File: config.mk
export PLATFORM = sky130hd
export DESIGN_NAME = fismos_mailbox_ctrl
export DESIGN_NICKNAME = d
export VERILOG_FILES = /design/src/rtl/fismos_mailbox_ctrl.sv
export SDC_FILE = /design/constraint.sdc
export NUM_CORES = 1
export LEC_CHECK = 0
export ABC_AREA = 1
export CORE_ASPECT_RATIO = 0.8
export CORE_MARGIN = 3
export CORE_UTILIZATION = 25
export CTS_CLUSTER_DIAMETER = 100
export DETAILED_ROUTE_END_ITERATION = 12
export GPL_TIMING_DRIVEN = 0
export HOLD_SLACK_MARGIN = 0.05
export PLACE_DENSITY = 0.57
export SLEW_MARGIN = 0
export SYNTH_ARGS = -nofsm -noshare
export SYNTH_HDL_FRONTEND = slang
export SYNTH_SLANG_ARGS = --single-unit
File: constraint.sdc
create_clock -name clk -period 1.75 [get_ports clk]
set_input_delay 0.35 -clock clk [delete_from_list [all_inputs] [get_ports clk]]
set_output_delay 0.35 -clock clk [all_outputs]
set_load 0.01 [all_outputs]
File: src/rtl/fismos_mailbox_ctrl.sv
// fismos_mailbox_ctrl
// Host <-> PicoRV32 command mailbox. A host write of a correctly tagged
// control word rings the CPU doorbell and hands the shared buffers to the
// CPU. A watchdog bounds the execution time. Completion is reported through
// a status word and a level interrupt to the host, which stays high until
// the host acknowledges it.
//
// Parameter constraints (not checked in hardware):
//   TIMEOUT_CYCLES >= 2
//   CNT_W          >= clog2(TIMEOUT_CYCLES)
module fismos_mailbox_ctrl #(
   parameter int unsigned TIMEOUT_CYCLES = 1000000,
   parameter logic [7:0]  CMD_MAGIC      = 8'hDF,
   parameter int unsigned CNT_W          = 32
) (
   input  logic        clk,
   input  logic        resetn,
   input  logic        ctrl_wr_en,
   input  logic [31:0] ctrl_wr_data,
   input  logic        host_irq_clr,
   input  logic        cpu_ack,
   input  logic        cpu_done,
   input  logic [7:0]  cpu_result,
   output logic        cpu_irq,
   output logic [15:0] cmd,
   output logic        buf_owner,
   output logic        busy,
   output logic        interrupt_to_linux,
   output logic [31:0] status_reg
);

   // The encoding is visible to the host through status_reg[1:0].
   typedef enum logic [1:0] {
      ST_IDLE     = 2'd0,
      ST_DOORBELL = 2'd1,
      ST_EXEC     = 2'd2,
      ST_COMPLETE = 2'd3
   } state_e;

   // The watchdog expires on the cycle it holds this value, which puts the
   // forced completion exactly TIMEOUT_CYCLES cycles after acceptance.
   localparam logic [CNT_W-1:0] WD_LAST       = CNT_W'(TIMEOUT_CYCLES - 1);
   localparam logic [CNT_W-1:0] WD_ONE        = CNT_W'(1);
   localparam logic [7:0]       RES_BAD_MAGIC = 8'hFE;
   localparam logic [7:0]       RES_TIMEOUT   = 8'hFF;

   state_e           state_q, state_d;
   logic [CNT_W-1:0] wd_q, wd_d;
   logic [15:0]      cmd_q, cmd_d;
   logic [7:0]       result_q, result_d;
   logic             bad_magic_q, bad_magic_d;
   logic             timeout_q, timeout_d;
   logic             overrun_q, overrun_d;
   logic             cpu_irq_q, cpu_irq_d;
   logic             buf_owner_q, buf_owner_d;
   logic             busy_q, busy_d;
   logic             irq_linux_q, irq_linux_d;
   logic [31:0]      status_q, status_d;

   // Bits [23:16] of the control word carry no meaning for this block.
   logic unused_ctrl_bits;
   assign unused_ctrl_bits = ^ctrl_wr_data[23:16];

   // Next-state, datapath and output decode for the mailbox handshake.
   always_comb begin
      // NOTE: every signal gets a default before the case so that no path
      // leaves a value unassigned; otherwise synthesis infers latches.
      state_d     = state_q;
      wd_d        = wd_q;
      cmd_d       = cmd_q;
      result_d    = result_q;
      bad_magic_d = bad_magic_q;
      timeout_d   = timeout_q;
      overrun_d   = overrun_q;

      case (state_q)
         ST_IDLE: begin
            if (ctrl_wr_en) begin
               // The command field is echoed even for a rejected word so the
               // host can see which write was refused.
               cmd_d = ctrl_wr_data[15:0];
               if (ctrl_wr_data[31:24] == CMD_MAGIC) begin
                  result_d    = 8'h00;
                  bad_magic_d = 1'b0;
                  timeout_d   = 1'b0;
                  overrun_d   = 1'b0;
                  wd_d        = '0;
                  state_d     = ST_DOORBELL;
               end else begin
                  bad_magic_d = 1'b1;
                  result_d    = RES_BAD_MAGIC;
                  state_d     = ST_COMPLETE;
               end
            end
         end

         ST_DOORBELL, ST_EXEC: begin
            if (ctrl_wr_en) begin
               overrun_d = 1'b1;
            end
            if (wd_q != '1) begin
               wd_d = wd_q + WD_ONE;
            end
            // cpu_done outranks both the watchdog and a pending ack; in the
            // doorbell state it also stands in for the missing ack.
            if (cpu_done) begin
               result_d = cpu_result;
               state_d  = ST_COMPLETE;
            end else if (wd_q == WD_LAST) begin
               timeout_d = 1'b1;
               result_d  = RES_TIMEOUT;
               state_d   = ST_COMPLETE;
            end else if (state_q == ST_DOORBELL && cpu_ack) begin
               state_d = ST_EXEC;
            end
         end

         ST_COMPLETE: begin
            if (ctrl_wr_en) begin
               overrun_d = 1'b1;
            end
            if (host_irq_clr) begin
               state_d = ST_IDLE;
            end
         end

         default: state_d = ST_IDLE;
      endcase

      // Outputs are decoded from the next state and registered, so they line
      // up with the state register and carry no combinational glitches.
      cpu_irq_d   = (state_d == ST_DOORBELL);
      buf_owner_d = (state_d == ST_DOORBELL) || (state_d == ST_EXEC);
      busy_d      = (state_d != ST_IDLE);
      irq_linux_d = (state_d == ST_COMPLETE);
      status_d    = {cmd_d, result_d, 3'b000, overrun_d, timeout_d,
                     bad_magic_d, state_d};
   end

   // State, datapath and output registers.
   always_ff @(posedge clk or negedge resetn) begin
      if (!resetn) begin
         state_q     <= ST_IDLE;
         wd_q        <= '0;
         cmd_q       <= '0;
         result_q    <= '0;
         bad_magic_q <= 1'b0;
         timeout_q   <= 1'b0;
         overrun_q   <= 1'b0;
         cpu_irq_q   <= 1'b0;
         buf_owner_q <= 1'b0;
         busy_q      <= 1'b0;
         irq_linux_q <= 1'b0;
         status_q    <= '0;
      end else begin
         // NOTE: non-blocking assignments so every flop samples the values
         // from before the edge, independent of statement order.
         state_q     <= state_d;
         wd_q        <= wd_d;
         cmd_q       <= cmd_d;
         result_q    <= result_d;
         bad_magic_q <= bad_magic_d;
         timeout_q   <= timeout_d;
         overrun_q   <= overrun_d;
         cpu_irq_q   <= cpu_irq_d;
         buf_owner_q <= buf_owner_d;
         busy_q      <= busy_d;
         irq_linux_q <= irq_linux_d;
         status_q    <= status_d;
      end
   end

   assign cpu_irq            = cpu_irq_q;
   assign cmd                = cmd_q;
   assign buf_owner          = buf_owner_q;
   assign busy               = busy_q;
   assign interrupt_to_linux = irq_linux_q;
   assign status_reg         = status_q;

endmodule

* Yosys cells after proc, flatten, opt, wreduce, memory -nomap -nowiden
Cells that the tools add are included.
W data, S select, Z words.
** Storage, ports and cells
- Output and inout port bits :: 52
- Word-level logic and storage cells :: 63
- Register bits after elaboration :: 94
** Cells by class
- Equal/unequal tests :: 12
- Muxes and demuxes :: 30
- Add/sub/neg operators :: 1
- Reductions and logical operators :: 8
** Operator list (number)
- $mux W32 :: 3
- $pmux W32 S2 :: 1
- $add A32 B1 Y32 const B :: 1
- $eq A32 B20 Y1 const B :: 1
- $mux W16 :: 2
- $mux W8 :: 4
- $ne A32 B32 Y1 const B :: 1
- $pmux W8 S2 :: 1
- $mux W2 :: 6
- $mux W1 :: 10
- $eq A2 B2 Y1 const B :: 4
- $eq A8 B8 Y1 const B :: 1
- $ne A2 B2 Y1 const B :: 3
- $pmux W2 S3 :: 1
- $eq A2 B1 Y1 const B :: 2
- $pmux W1 S2 :: 2
- $reduce_and A4 Y1 :: 1
- $reduce_bool A2 Y1 :: 2
- $reduce_or A3 Y1 :: 1
- $logic_not A2 Y1 :: 1
- $reduce_or A2 Y1 :: 1
- $logic_and A1 B1 Y1 :: 1
- $logic_or A1 B1 Y1 :: 1

* Longest topological paths before layout
Gate-level depths: netlist (run 1).
- Depth after elaboration :: 8
- Gate-level depth with buffers :: 12
- Mapped depth without buffers :: 12

* Worst setup path before layout (run 1)
Ideal clock, no wire load.
- Path kind :: reg-to-reg
- Start :: register state_q[0]
- End :: register wd_q[27]
- Arrival time :: 1.774 ns
- Setup time :: 0.126 ns
- Stages on the path, launching flop included :: 12
- Path slack :: -0.150 ns
- Period minus slack after synthesis :: 1.900 ns
- Buffers on the path :: 3
- Path through :: dfrtp_1 > inv_1 > ha_1 > buf_2 > inv_1 > nor2_1 > a21oi_1 > nand3_2 > buf_6 > buf_6 > nand2_1 > o21ai_0
** On the way
- Word-level cells in the longest chain between the ends :: 4
** RTL lines
- start: declaration :: line 47 : state_e state_q, state_d;
- start signal: assignment :: line 158 : state_q <= state_d;
- $eq A2 B1 Y1 or $eq A2 B2 Y1 (tied branches) :: line 76 : case (state_q)
- $reduce_or A2 Y1 :: line 76
- $ne A2 B2 Y1 (no line) or $reduce_bool A2 Y1 (tied branches)
- $reduce_and A4 Y1 (no line)
- end signal: assignment :: line 159 : wd_q <= wd_d;
- end: declaration :: line 48 : logic [CNT_W-1:0] wd_q, wd_d;
Parallel ways exist; a longest one is shown, timed or not.
A chain may end at the register's enable or synchronous reset.

* Worst setup path after layout (run 1)
- Start :: register wd_q[15]
- End :: register buf_owner_q, in the netlist buf_owner
** On the way
- Word-level cells in the longest chain between the ends :: 6
** RTL lines
- $eq A32 B20 Y1 * :: line 109 : end else if (wd_q == WD_LAST) begin
- $mux W2 * :: line 109
- $mux W2 * :: line 106 : if (cpu_done) begin
- $pmux W2 S3 * :: line 76
- $eq A2 B1 Y1 or $eq A2 B2 Y1 (tied branches) :: line 133 : buf_owner_d = (state_d == ST_DOORBELL) || (state_d == ST_EXEC);
- $logic_or A1 B1 Y1 * :: line 133
- net buf_owner_d :: line 55 : logic buf_owner_q, buf_owner_d;
- end signal: assignment :: line 166 : buf_owner_q <= buf_owner_d;
- end: declaration :: line 55
The timed path passes the listed nets; every way through them passes the cells marked *.

==> results of run 1 <==
[worst paths after layout]
kind	from	to	depth (start not counted)	slack (ns)
setup reg to reg	wd_q[15]$_DFFE_PN0P_	buf_owner$_DFF_PN0_	10	0.04
hold reg to reg	status_reg[2]$_DFFE_PN0P_	status_reg[2]$_DFFE_PN0P_	2	0.47
hold / removal	resetn	cmd[7]$_DFFE_PN0P_	1	0.12
setup / recovery	wd_q[15]$_DFFE_PN0P_	buf_owner$_DFF_PN0_	10	0.04
max in group asynchronous	resetn	wd_q[23]$_DFFE_PN0P_	1	1.02
min in group clk	status_reg[2]$_DFFE_PN0P_	status_reg[2]$_DFFE_PN0P_	2	0.47
[timing repair]
action | in CTS | in global routing
pin swaps | 4 | 14
setup buffers | 12 | 14
gates resized for setup | 36 | 67
endpoints found under the setup margin | 56 | 50
[cells in the final DEF, fill, tap and decap left out, types with 6 or more instances in the layout]
cell and count:
sky130_fd_sc_hd__nand2_2 10, sky130_fd_sc_hd__nor2_2 9, sky130_fd_sc_hd__o21ai_1 23, sky130_fd_sc_hd__dfrtp_1 48
sky130_fd_sc_hd__nor2_4 8, sky130_fd_sc_hd__clkbuf_16 9, sky130_fd_sc_hd__buf_6 6, sky130_fd_sc_hd__nand3_1 34
sky130_fd_sc_hd__buf_4 47, sky130_fd_sc_hd__o21ai_0 11, sky130_fd_sc_hd__o21ai_2 6, sky130_fd_sc_hd__nor2_1 68
sky130_fd_sc_hd__clkdlybuf4s50_1 82, sky130_fd_sc_hd__nand2_1 186, sky130_fd_sc_hd__mux2_2 16, sky130_fd_sc_hd__inv_1 41
sky130_fd_sc_hd__inv_2 10, sky130_fd_sc_hd__dfrtp_2 17
[worst reg2reg max path: cells and delay by family (launching register included)]
| family | cells | cell delay [ns] |
|---|---|---|
| AO/OA/AOI/OAI | 1 | 0.08 |
| adder cells (fa/ha/maj) | 1 | 0.27 |
| buffers and inverters | 2 | 0.12 |
| flip-flops | 1 | 0.42 |
| AND/OR/NAND/NOR | 6 | 0.70 |
[kinds of logic after synthesis]
kind of cell | count (synthesis) | synth area share
buf+inv | 86 | 0.106
other cells | 1 | 0.000922
flops | 65 | 0.400
xor+xnor | 9 | 0.0194
mux | 16 | 0.0443
fa+ha+maj | 9 | 0.0277
simple gates | 329 | 0.329
compound gates | 52 | 0.0732
[power by group]
part           leakage (nW)  internal (W)  total (W)  switching [W]
combinational          1.53       0.00268    0.00519        0.00251
clock                 0.173       0.00147    0.00218       0.000708
sequential            0.810       0.00192    0.00221       0.000285
total                  2.51       0.00608    0.00958        0.00350
[per-layer routing]
metal | global-route usage | wire, um | share of wire | vias up
met5 | 0 | 0 | 0 | -
met4 | 0.0277 | 97 | 0.0082 | 0
met3 | 0.0317 | 771 | 0.065 | 10
met2 | 0.182 | 4840 | 0.41 | 136
met1 | 0.212 | 6170 | 0.52 | 1797
li1 | - | - | - | 2019
[layout make-up]
| type | count | area (um^2) |
|---|---|---|
| fillers | 1615 | 9800 |
| well taps | 215 | 269 |
| clock inverters | 4 | 98.8 |
| repair buffers | 111 | 1050 |
| clock buffers | 12 | 256 |
| multi-input cells | 418 | 2240 |
| plain buffers | 33 | 278 |
| flip-flops and latches | 65 | 1650 |
| inverters | 53 | 206 |
[metrics by stage]
stage                     hold slack, ns  cell area, um^2
after floorplan                   0.0544             4080
after global placement             0.467             5200
after detailed placement           0.465             5200
after CTS                          0.162             5770
after global routing               0.183             6050
final                              0.120             6050
==> metrics.md, run 1 <==
| Metric | Value |
|---|---|
| WL/cell | `between 10 and 15 um` |
| Start-to-end type of the worst setup path | `flop to flop` |
| Total instance count after detailed placement | `about 870` |
| Initial core utilization | `0.257` |
| Final Core Density | `0.382` |
| Synthesis-to-layout area growth | `48.7%` |
| YS warnings | `0` |
| Cell area power density | `about 1600 mW/mm^2` |
| Slew headroom | `0.437` |
| Crit-path cells | `inv_1 -> nand2_1 -> nor2_1 -> nand2_1 -> nor2_2 -> nand3_1 -> nand3_2 -> a21oi_4 -> ha_4 -> inv_2` |
| Antenna violation net count after detailed routing | `0` |
| Register with the most flip-flops | `wd_q` |
| Top delay family on crit path | `simple AND/OR/NAND/NOR gates` |
| Wire length after detailed routing | `about 12 mm` |
| Most frequent cell after synthesis | `sky130_fd_sc_hd__nand2_1` |
| Fraction of layout cells with a size suffix above 1 | `0.244` |
| TritonCTS Sinks | `65` |
| Iter 0 DRT Violations | `286` |
| Vias per cell | `between 4 and 5` |
| Smallest setup slack after layout | `approximately 0.040 ns` |
| HP Class | `input pin to async pin` |
| Max-cap violations | `0` |
| Design Power | `approximately 0.0096 W` |
| Required time of the critical path | `roughly 2 ns` |
| Cell accounting for the most synthesized area | `sky130_fd_sc_hd__dfrtp_1` |
| Routability congestion estimate | `between 0.9 and 1` |
| Initial antenna violation count | `0` |
| Total negative slack for setup checks | `0 ns` |
| Worst slack, placed | `-0.485 ns` |
| Drc violations | `0` |
| Number of rows created at floorplan | `41` |
| Die extent in y | `between 100 and 150 um` |
| Number of instances in the synthesized netlist | `roughly 570` |
| Fin. max-slew vios | `0` |
| Setup violation total in the final timing report | `0` |
| Cts hold-fix bufs | `0` |
| Crit-path max cell delay | `roughly 0.42 ns` |
| H-Tree Level Count | `3` |
| Total number of vias | `just under 4,000` |
| Area of the die | `~0.018 mm^2` |
| Area of the core | `0.0159 mm^2` |
| Part of the Yosys area used for sequential elements | `0.400` |
| Leak Pwr | `around 2.5 nW` |
| Top_reg_cell synth | `sky130_fd_sc_hd__dfrtp_1` |
| Worst setup SP type | `flop` |
| Peak supply drop | `between 0.8 and 0.9 mV` |
| Die width | `around 150 um` |
| Reg clk slew, reported paths | `roughly 0.060 ns` |
| Cell type with the highest occurrence count on the critical path | `sky130_fd_sc_hd__nand2_1` |
| Nets | `about 750` |
| I/O pin count | `between 90 and 100` |
| Vias in the first global route | `roughly 3,600` |
| Final instance count without filler cells | `a little over 900` |
| Top area cells in the synthesized netlist | `sky130_fd_sc_hd__dfrtp_1 (40%), sky130_fd_sc_hd__nand2_1 (18%), sky130_fd_sc_hd__nor2_1 (7.5%)` |
| Number of synthesized flops with an enable pin | `0` |
| Clock latency on the worst-skew pair | `0.33 ns` |
| Highest fanout seen on the critical path | `4` |
| Area share of the largest cell type after synthesis | `0.400` |
| Crit path time final | `between 1.5 and 2 ns` |
| Avg Cell Area, Syn | `around 7 um^2` |
| Synth Cell Area | `approximately 0.004 mm^2` |
| Fraction of synthesis flops using an asynchronous set or reset pin | `1.00` |
| Total Routing Usage GR | `0.134` |
| Flip-flop count of the largest register, all copies and words added | `32` |
| Synthesized flop and latch total | `65` |
| Netlist cell types | `30` |
| Setup repair after global routing missed its margin | `yes` |
| Quantity of I/O buffers inserted on ports | `85` |
| Final period utilization | `0.977` |
| Maximum number of buffers from clock root to sink | `2` |
| Nature of the critical path endpoint | `flop` |
| Global-route wire length before repair | `19.2 mm` |
| Arrival time worst endpoint | `1.94 ns` |
| Run status | `finished clean` |
| Total congestion overflow after global routing | `0` |
| Setup skew after layout | `roughly 0.008 ns` |
| Inserted Diodes | `0` |
| Buffers and inverters on the worst path | `2` |
| Dpl hpwl | `between 8 and 9 mm` |
| Cell chosen for the clock root | `sky130_fd_sc_hd__clkbuf_16` |
| CTS buffer count | `9` |
| Commonest cells in the synthesized netlist | `sky130_fd_sc_hd__nand2_1 (194), sky130_fd_sc_hd__nor2_1 (81), sky130_fd_sc_hd__dfrtp_1 (65)` |
| Slowest stage cell on the critical path | `sky130_fd_sc_hd__dfrtp_1` |
| Final hold violation count | `0` |
| Slew at the pin with the worst max-slew slack | `between 0.8 and 0.9 ns` |
| DRT Pass-1 Iters | `5` |
| Highest clock rate | `585 MHz` |
| Clock tree from TritonCTS | `yes` |
| Largest net degree at the start of global routing | `66` |
Power figures use the tool's default switching activity.
==> run 2, diff against run 1 <==
- SKIP_CTS_REPAIR_TIMING: not set -> 1
==> metrics.md, run 2 (synthesized netlist as in run 1, its figures left out) <==
| Metric | Value |
|---|---|
| Clock latency on the worst-skew pair | `between 0.3 and 0.4 ns` |
| Initial core utilization | `0.257` |
| Final period utilization | `1.02` |
| Final hold slack | `~0.12 ns` |
| Peak supply drop | `just over 0.8 mV` |
| Crit-path cells | `ha_4 -> nand3_4 -> inv_4 -> nand3_2 -> nor2_2 -> nand2_1 -> nand2_1 -> nand2_2 -> a21oi_4 -> ha_4 -> inv_2` |
| Total negative slack for setup checks | `-0.0393 ns` |
| Total congestion overflow after global routing | `0` |
| Run status | `finished with violations` |
| Final hold violation count | `0` |
| I/O pin count | `98` |
| Maximum number of buffers from clock root to sink | `2` |
| Wire length after detailed routing | `between 10 and 15 mm` |
| Total number of vias | `between 3,000 and 4,000` |
| Highest clock rate | `559 MHz` |
| Leak Pwr | `2.51 nW` |
| Crit-path max cell delay | `roughly 0.40 ns` |
| Vias in the first global route | `3,478` |
| Highest fanout seen on the critical path | `5` |
| Drc violations | `0` |
| Setup violation total in the final timing report | `1` |
| Vias per cell | `4.30` |
| Required time of the critical path | `about 2.0 ns` |
| Setup skew after layout | `around 0.0075 ns` |
| Worst setup SP type | `flop` |
| Smallest setup slack after layout | `-0.0393 ns` |
| Worst slack, placed | `-0.485 ns` |
| Buffers and inverters on the worst path | `2` |
| Dpl hpwl | `about 8.7 mm` |
| Setup repair after global routing missed its margin | `yes` |
| Register with the most flip-flops | `wd_q` |
| Fin. max-slew vios | `0` |
| Quantity of I/O buffers inserted on ports | `85` |
| Total Routing Usage GR | `0.130` |
| Most frequent cells in the layout | `sky130_fd_sc_hd__nand2_1 (191), sky130_fd_sc_hd__clkdlybuf4s50_1 (82), sky130_fd_sc_hd__nor2_1 (69), sky130_fd_sc_hd__dfrtp_1 (52), sky130_fd_sc_hd__inv_1 (45)` |
| TritonCTS Sinks | `65` |
| Violations in the final reports | `negative setup slack` |
| Flip-flop count of the largest register, all copies and words added | `32` |
| CTS buffer count | `9` |
| Fraction of layout cells with a size suffix above 1 | `0.217` |
| Synthesis-to-layout area growth | `47.4%` |
| Routability congestion estimate | `0.929` |
| WL/cell | `~13 um` |
| Clock tree from TritonCTS | `yes` |
| Largest net degree at the start of global routing | `between 60 and 70` |
| Antenna violation net count after detailed routing | `0` |
| Crit path time final | `1.79 ns` |
| Nature of the critical path endpoint | `flop` |
| DRT Pass-1 Iters | `5` |
| Global-route wire length before repair | `18.5 mm` |
| Die extent in y | `120 um` |
| Arrival time worst endpoint | `2.06 ns` |
| Cell chosen for the clock root | `sky130_fd_sc_hd__clkbuf_16` |
| HP Class | `input pin to async pin` |
| Die width | `between 100 and 150 um` |
| Iter 0 DRT Violations | `283` |
| Max-cap violations | `0` |
| Slowest stage cell on the critical path | `sky130_fd_sc_hd__dfrtp_2` |
| Slew headroom | `0.438` |
| Start-to-end type of the worst setup path | `flop to flop` |
| Initial antenna violation count | `0` |
| Design Power | `a little under 0.01 W` |
| Area of the die | `between 0.015 and 0.02 mm^2` |
| Number of rows created at floorplan | `approximately 40` |
| H-Tree Level Count | `3` |
| Reg clk slew, reported paths | `around 0.060 ns` |
| Inserted Diodes | `0` |
| Nets | `740` |
| Top delay family on crit path | `simple AND/OR/NAND/NOR gates` |
| Area of the core | `roughly 0.016 mm^2` |
| Most frequent standard cell in the layout excluding fill and tap cells | `sky130_fd_sc_hd__nand2_1` |
| Slew at the pin with the worst max-slew slack | `between 0.8 and 0.9 ns` |
| Cell area power density | `between 1500 and 2000 mW/mm^2` |
==> run 2: metal layers <==
layer  global-route usage  vias to the layer above  wire, um
met1                0.205                     1768      6130
met3               0.0328                        7       749
met2                0.173                      107      4950
li1                     -                     2009         -
met5                    0                        -         0
met4               0.0294                        0        66
==> run 2: final cells by class <==
class / instances / area, um^2
Buffer: 32 / 260
Multi-Input combinational cell: 418 / 2210
Clock inverter: 4 / 98.8
Clock buffer: 12 / 256
Sequential cell: 65 / 1640
Fill cell: 1601 / 9860
Tap cell: 215 / 269
Inverter: 53 / 211
Timing Repair Buffer: 106 / 1050
==> run 2: report_power, final <==
group          internal, W  switching [W]
clock              0.00147       0.000704
combinational      0.00288        0.00255
sequential         0.00193       0.000309
total              0.00628        0.00356
==> run 2: stage by stage <==
step	instance area [um^2]	instances	utilization
finish	6000	905	0.378
global route	6000	905	0.378
CTS	5560	885	0.351
detailed placement	5200	869	0.328
global placement	5200	869	0.328
floorplan	4080	569	-
==> run 2: final timing paths <==
path | start | end | slack [ns] | cells after the start
min reg2reg | status_reg[2]$_DFFE_PN0P_ | status_reg[2]$_DFFE_PN0P_ | 0.47 | 2
min | resetn | cmd[7]$_DFFE_PN0P_ | 0.12 | 1
max | wd_q[0]$_DFFE_PN0P_ | buf_owner$_DFF_PN0_ | -0.04 | 11
max in group asynchronous | resetn | wd_q[19]$_DFFE_PN0P_ | 1.03 | 1
min in group clk | ctrl_wr_en | status_reg[4]$_DFFE_PN0P_ | 0.46 | 3
max reg2reg | wd_q[0]$_DFFE_PN0P_ | buf_owner$_DFF_PN0_ | -0.04 | 11
==> run 3, diff against run 2 <==
- clock period: 1.75 -> 1.6 ns (I/O delays scaled with it)
==> metrics.md, run 3 (synthesized netlist as in run 1, its figures left out) <==
| Metric | Value |
|---|---|
| FF/Latch Area | `roughly 0.0017 mm^2` |
| Final period utilization | `1.13` |
| Clock tree from TritonCTS | `yes` |
| Multi-input gate area in the final layout | `0.00225 mm^2` |
| Reg-to-reg critical path startpoint | `status_reg[1]$_DFF_PN0_` |
| Run status | `finished with violations` |
| H-Tree Level Count | `3` |
| Dpl hpwl | `about 8.6 mm` |
| Initial antenna violation count | `0` |
| Number of rows created at floorplan | `41` |
| Slew headroom | `0.429` |
| Crit path time final | `1.80 ns` |
| Antenna violation net count after detailed routing | `0` |
| Drc violations | `0` |
| Slew at the pin with the worst max-slew slack | `between 0.8 and 0.9 ns` |
| Largest net degree at the start of global routing | `between 60 and 70` |
| Slowest stage cell on the critical path | `sky130_fd_sc_hd__dfrtp_2` |
| Register with the most flip-flops | `wd_q` |
| Setup skew after layout | `0.00593 ns` |
| Area of the die | `between 0.015 and 0.02 mm^2` |
| Total Routing Usage GR | `0.128` |
| Peak supply drop | `about 0.80 mV` |
| Flip-flop count of the largest register, all copies and words added | `32` |
| Final instance count without filler cells | `between 900 and 1,000` |
| Worst setup SP type | `flop` |
| Setup repair after global routing missed its margin | `yes` |
| Wire length after detailed routing | `11.6 mm` |
| Nets | `approximately 740` |
| Die width | `roughly 150 um` |
| Count of cells along the worst register-to-register path | `9` |
| Start-to-end type of the worst setup path | `flop to flop` |
| TritonCTS Sinks | `65` |
| Clock latency on the worst-skew pair | `about 0.34 ns` |
| Synthesis-to-layout area growth | `50.9%` |
| Global-route wire length before repair | `18.3 mm` |
| Quantity of I/O buffers inserted on ports | `85` |
| Most frequent standard cell in the layout excluding fill and tap cells | `sky130_fd_sc_hd__nand2_1` |
| Crit-path max cell delay | `approximately 0.42 ns` |
| Most frequent cells in the layout | `sky130_fd_sc_hd__nand2_1 (181), sky130_fd_sc_hd__nor2_1 (72), sky130_fd_sc_hd__clkdlybuf4s50_1 (53), sky130_fd_sc_hd__inv_1 (46), sky130_fd_sc_hd__dfrtp_1 (46)` |
| Nature of the critical path endpoint | `flop` |
| Die extent in y | `120 um` |
| Crit-path cells | `inv_4 -> ha_4 -> clkinvlp_4 -> a21oi_4 -> nand3_4 -> buf_8 -> clkbuf_16 -> nand2_2 -> o21ai_2` |
| Total congestion overflow after global routing | `0` |
| Cell chosen for the clock root | `sky130_fd_sc_hd__clkbuf_16` |
| Total instance count after detailed placement | `869` |
| WL/cell | `approximately 13 um` |
| Highest fanout seen on the critical path | `9` |
| Setup violation total in the final timing report | `36` |
| DRT Pass-1 Iters | `4` |
| Arrival time worst endpoint | `slightly above 2 ns` |
| I/O pin count | `between 90 and 100` |
| Maximum number of buffers from clock root to sink | `2` |
| Violations in the final reports | `negative setup slack` |
| Initial core utilization | `0.257` |
| Total negative slack for setup checks | `-4.45 ns` |
| Vias in the first global route | `~3,700` |
| Cell area power density | `roughly 1700 mW/mm^2` |
| HP Class | `input pin to async pin` |
| Required time of the critical path | `around 1.8 ns` |
| Final hold violation count | `0` |
| Vias per cell | `4.33` |
| Max-cap violations | `0` |
| Final Core Density | `0.387` |
| Fin. max-slew vios | `0` |
| Filler instances | `between 1,500 and 2,000` |
| Final hold slack | `between 0.1 and 0.15 ns` |
| Area of the core | `~0.016 mm^2` |
| Total number of vias | `3,930` |
| Iter 0 DRT Violations | `~220` |
| Register-to-Register Setup Slack | `-0.20 ns` |
| Leak Pwr | `2.82 nW` |
| Fraction of layout cells with a size suffix above 1 | `0.249` |
| Reg2reg end | `wd_q[19]$_DFFE_PN0P_` |
| Routability congestion estimate | `around 0.9` |
| CTS buffer count | `9` |
| Highest clock rate | `roughly 550 MHz` |
| Inserted Diodes | `0` |
| Smallest setup slack after layout | `-0.205 ns` |
| Reg clk slew, reported paths | `around 0.06 ns` |
| Worst slack, placed | `-0.603 ns` |
==> run 3: changes by cell type in the layout (fill, tap and decap cells not counted), moves of 7 or more <==
cell                              before  now
sky130_fd_sc_hd__nand2_2               5   13
sky130_fd_sc_hd__buf_6                 2    9
sky130_fd_sc_hd__nand2_1             191  181
sky130_fd_sc_hd__clkdlybuf4s50_1      82   53
sky130_fd_sc_hd__o21ai_0              16    8
sky130_fd_sc_hd__dlymetal6s2s_1        2   31
==> run 3: power by group <==
part	internal, W	total, W	leakage (nW)	switching, W
clock	0.00154	0.00234	0.171	0.000800
sequential	0.00211	0.00241	0.807	0.000306
combinational	0.00299	0.00583	1.85	0.00284
==> run 3: through the flow <==
stage | area, um^2 | power [W]
2_1_floorplan | 4170 | 0.00515
3_3_place_gp | 5290 | 0.00717
3_5_place_dp | 5280 | 0.00718
4_1_cts | 5630 | 0.00956
5_1_grt | 6140 | 0.0113
6_report | 6140 | 0.0106
==> run 3: worst max-delay path by stage <==
stage | to | depth (start not counted) | slack, ns | from
after floorplan | wd_q[27]$_DFFE_PN0P_ | 11 | -0.04 | state_q[0]$_DFF_PN0_
after global placement | status_reg[1]$_DFF_PN0_ | 1 | -2.48 | resetn
after detailed placement | buf_owner$_DFF_PN0_ | 7 | -0.60 | cpu_done
after CTS | result_q[3]$_DFFE_PN0P_ | 8 | -0.47 | state_q[0]$_DFF_PN0_
after global routing | wd_q[25]$_DFFE_PN0P_ | 9 | -0.26 | status_reg[1]$_DFF_PN0_
final | wd_q[19]$_DFFE_PN0P_ | 9 | -0.20 | status_reg[1]$_DFF_PN0_
==> run 3: layout make-up <==
| cell class | count | share of cell area |
|---|---|---|
| Buffer | 33 | 0.0459 |
| Clock buffer | 9 | 0.0367 |
| Clock inverter | 7 | 0.0204 |
| Inverter | 53 | 0.0351 |
| Multi-Input combinational cell | 418 | 0.367 |
| Sequential cell | 65 | 0.269 |
| Tap cell | 215 | 0.0438 |
| Timing Repair Buffer | 107 | 0.182 |
==> run 3: critical path, delay by kind of cell, from the launching register on <==
family	cells	cell delay, ns
AND/OR/NAND/NOR	2	0.17
buffers and inverters	4	0.54
flip-flops	1	0.42
adder cells (fa/ha/maj)	1	0.30
AO/OA/AOI/OAI	2	0.26
==> run 3: layer usage <==
metal	vias to the layer above	track usage	wire (um)
li1	2006	-	-
met1	1798	0.191	5940
met2	116	0.186	4860
met3	10	0.0260	656
met4	0	0.0346	130
met5	-	0	0
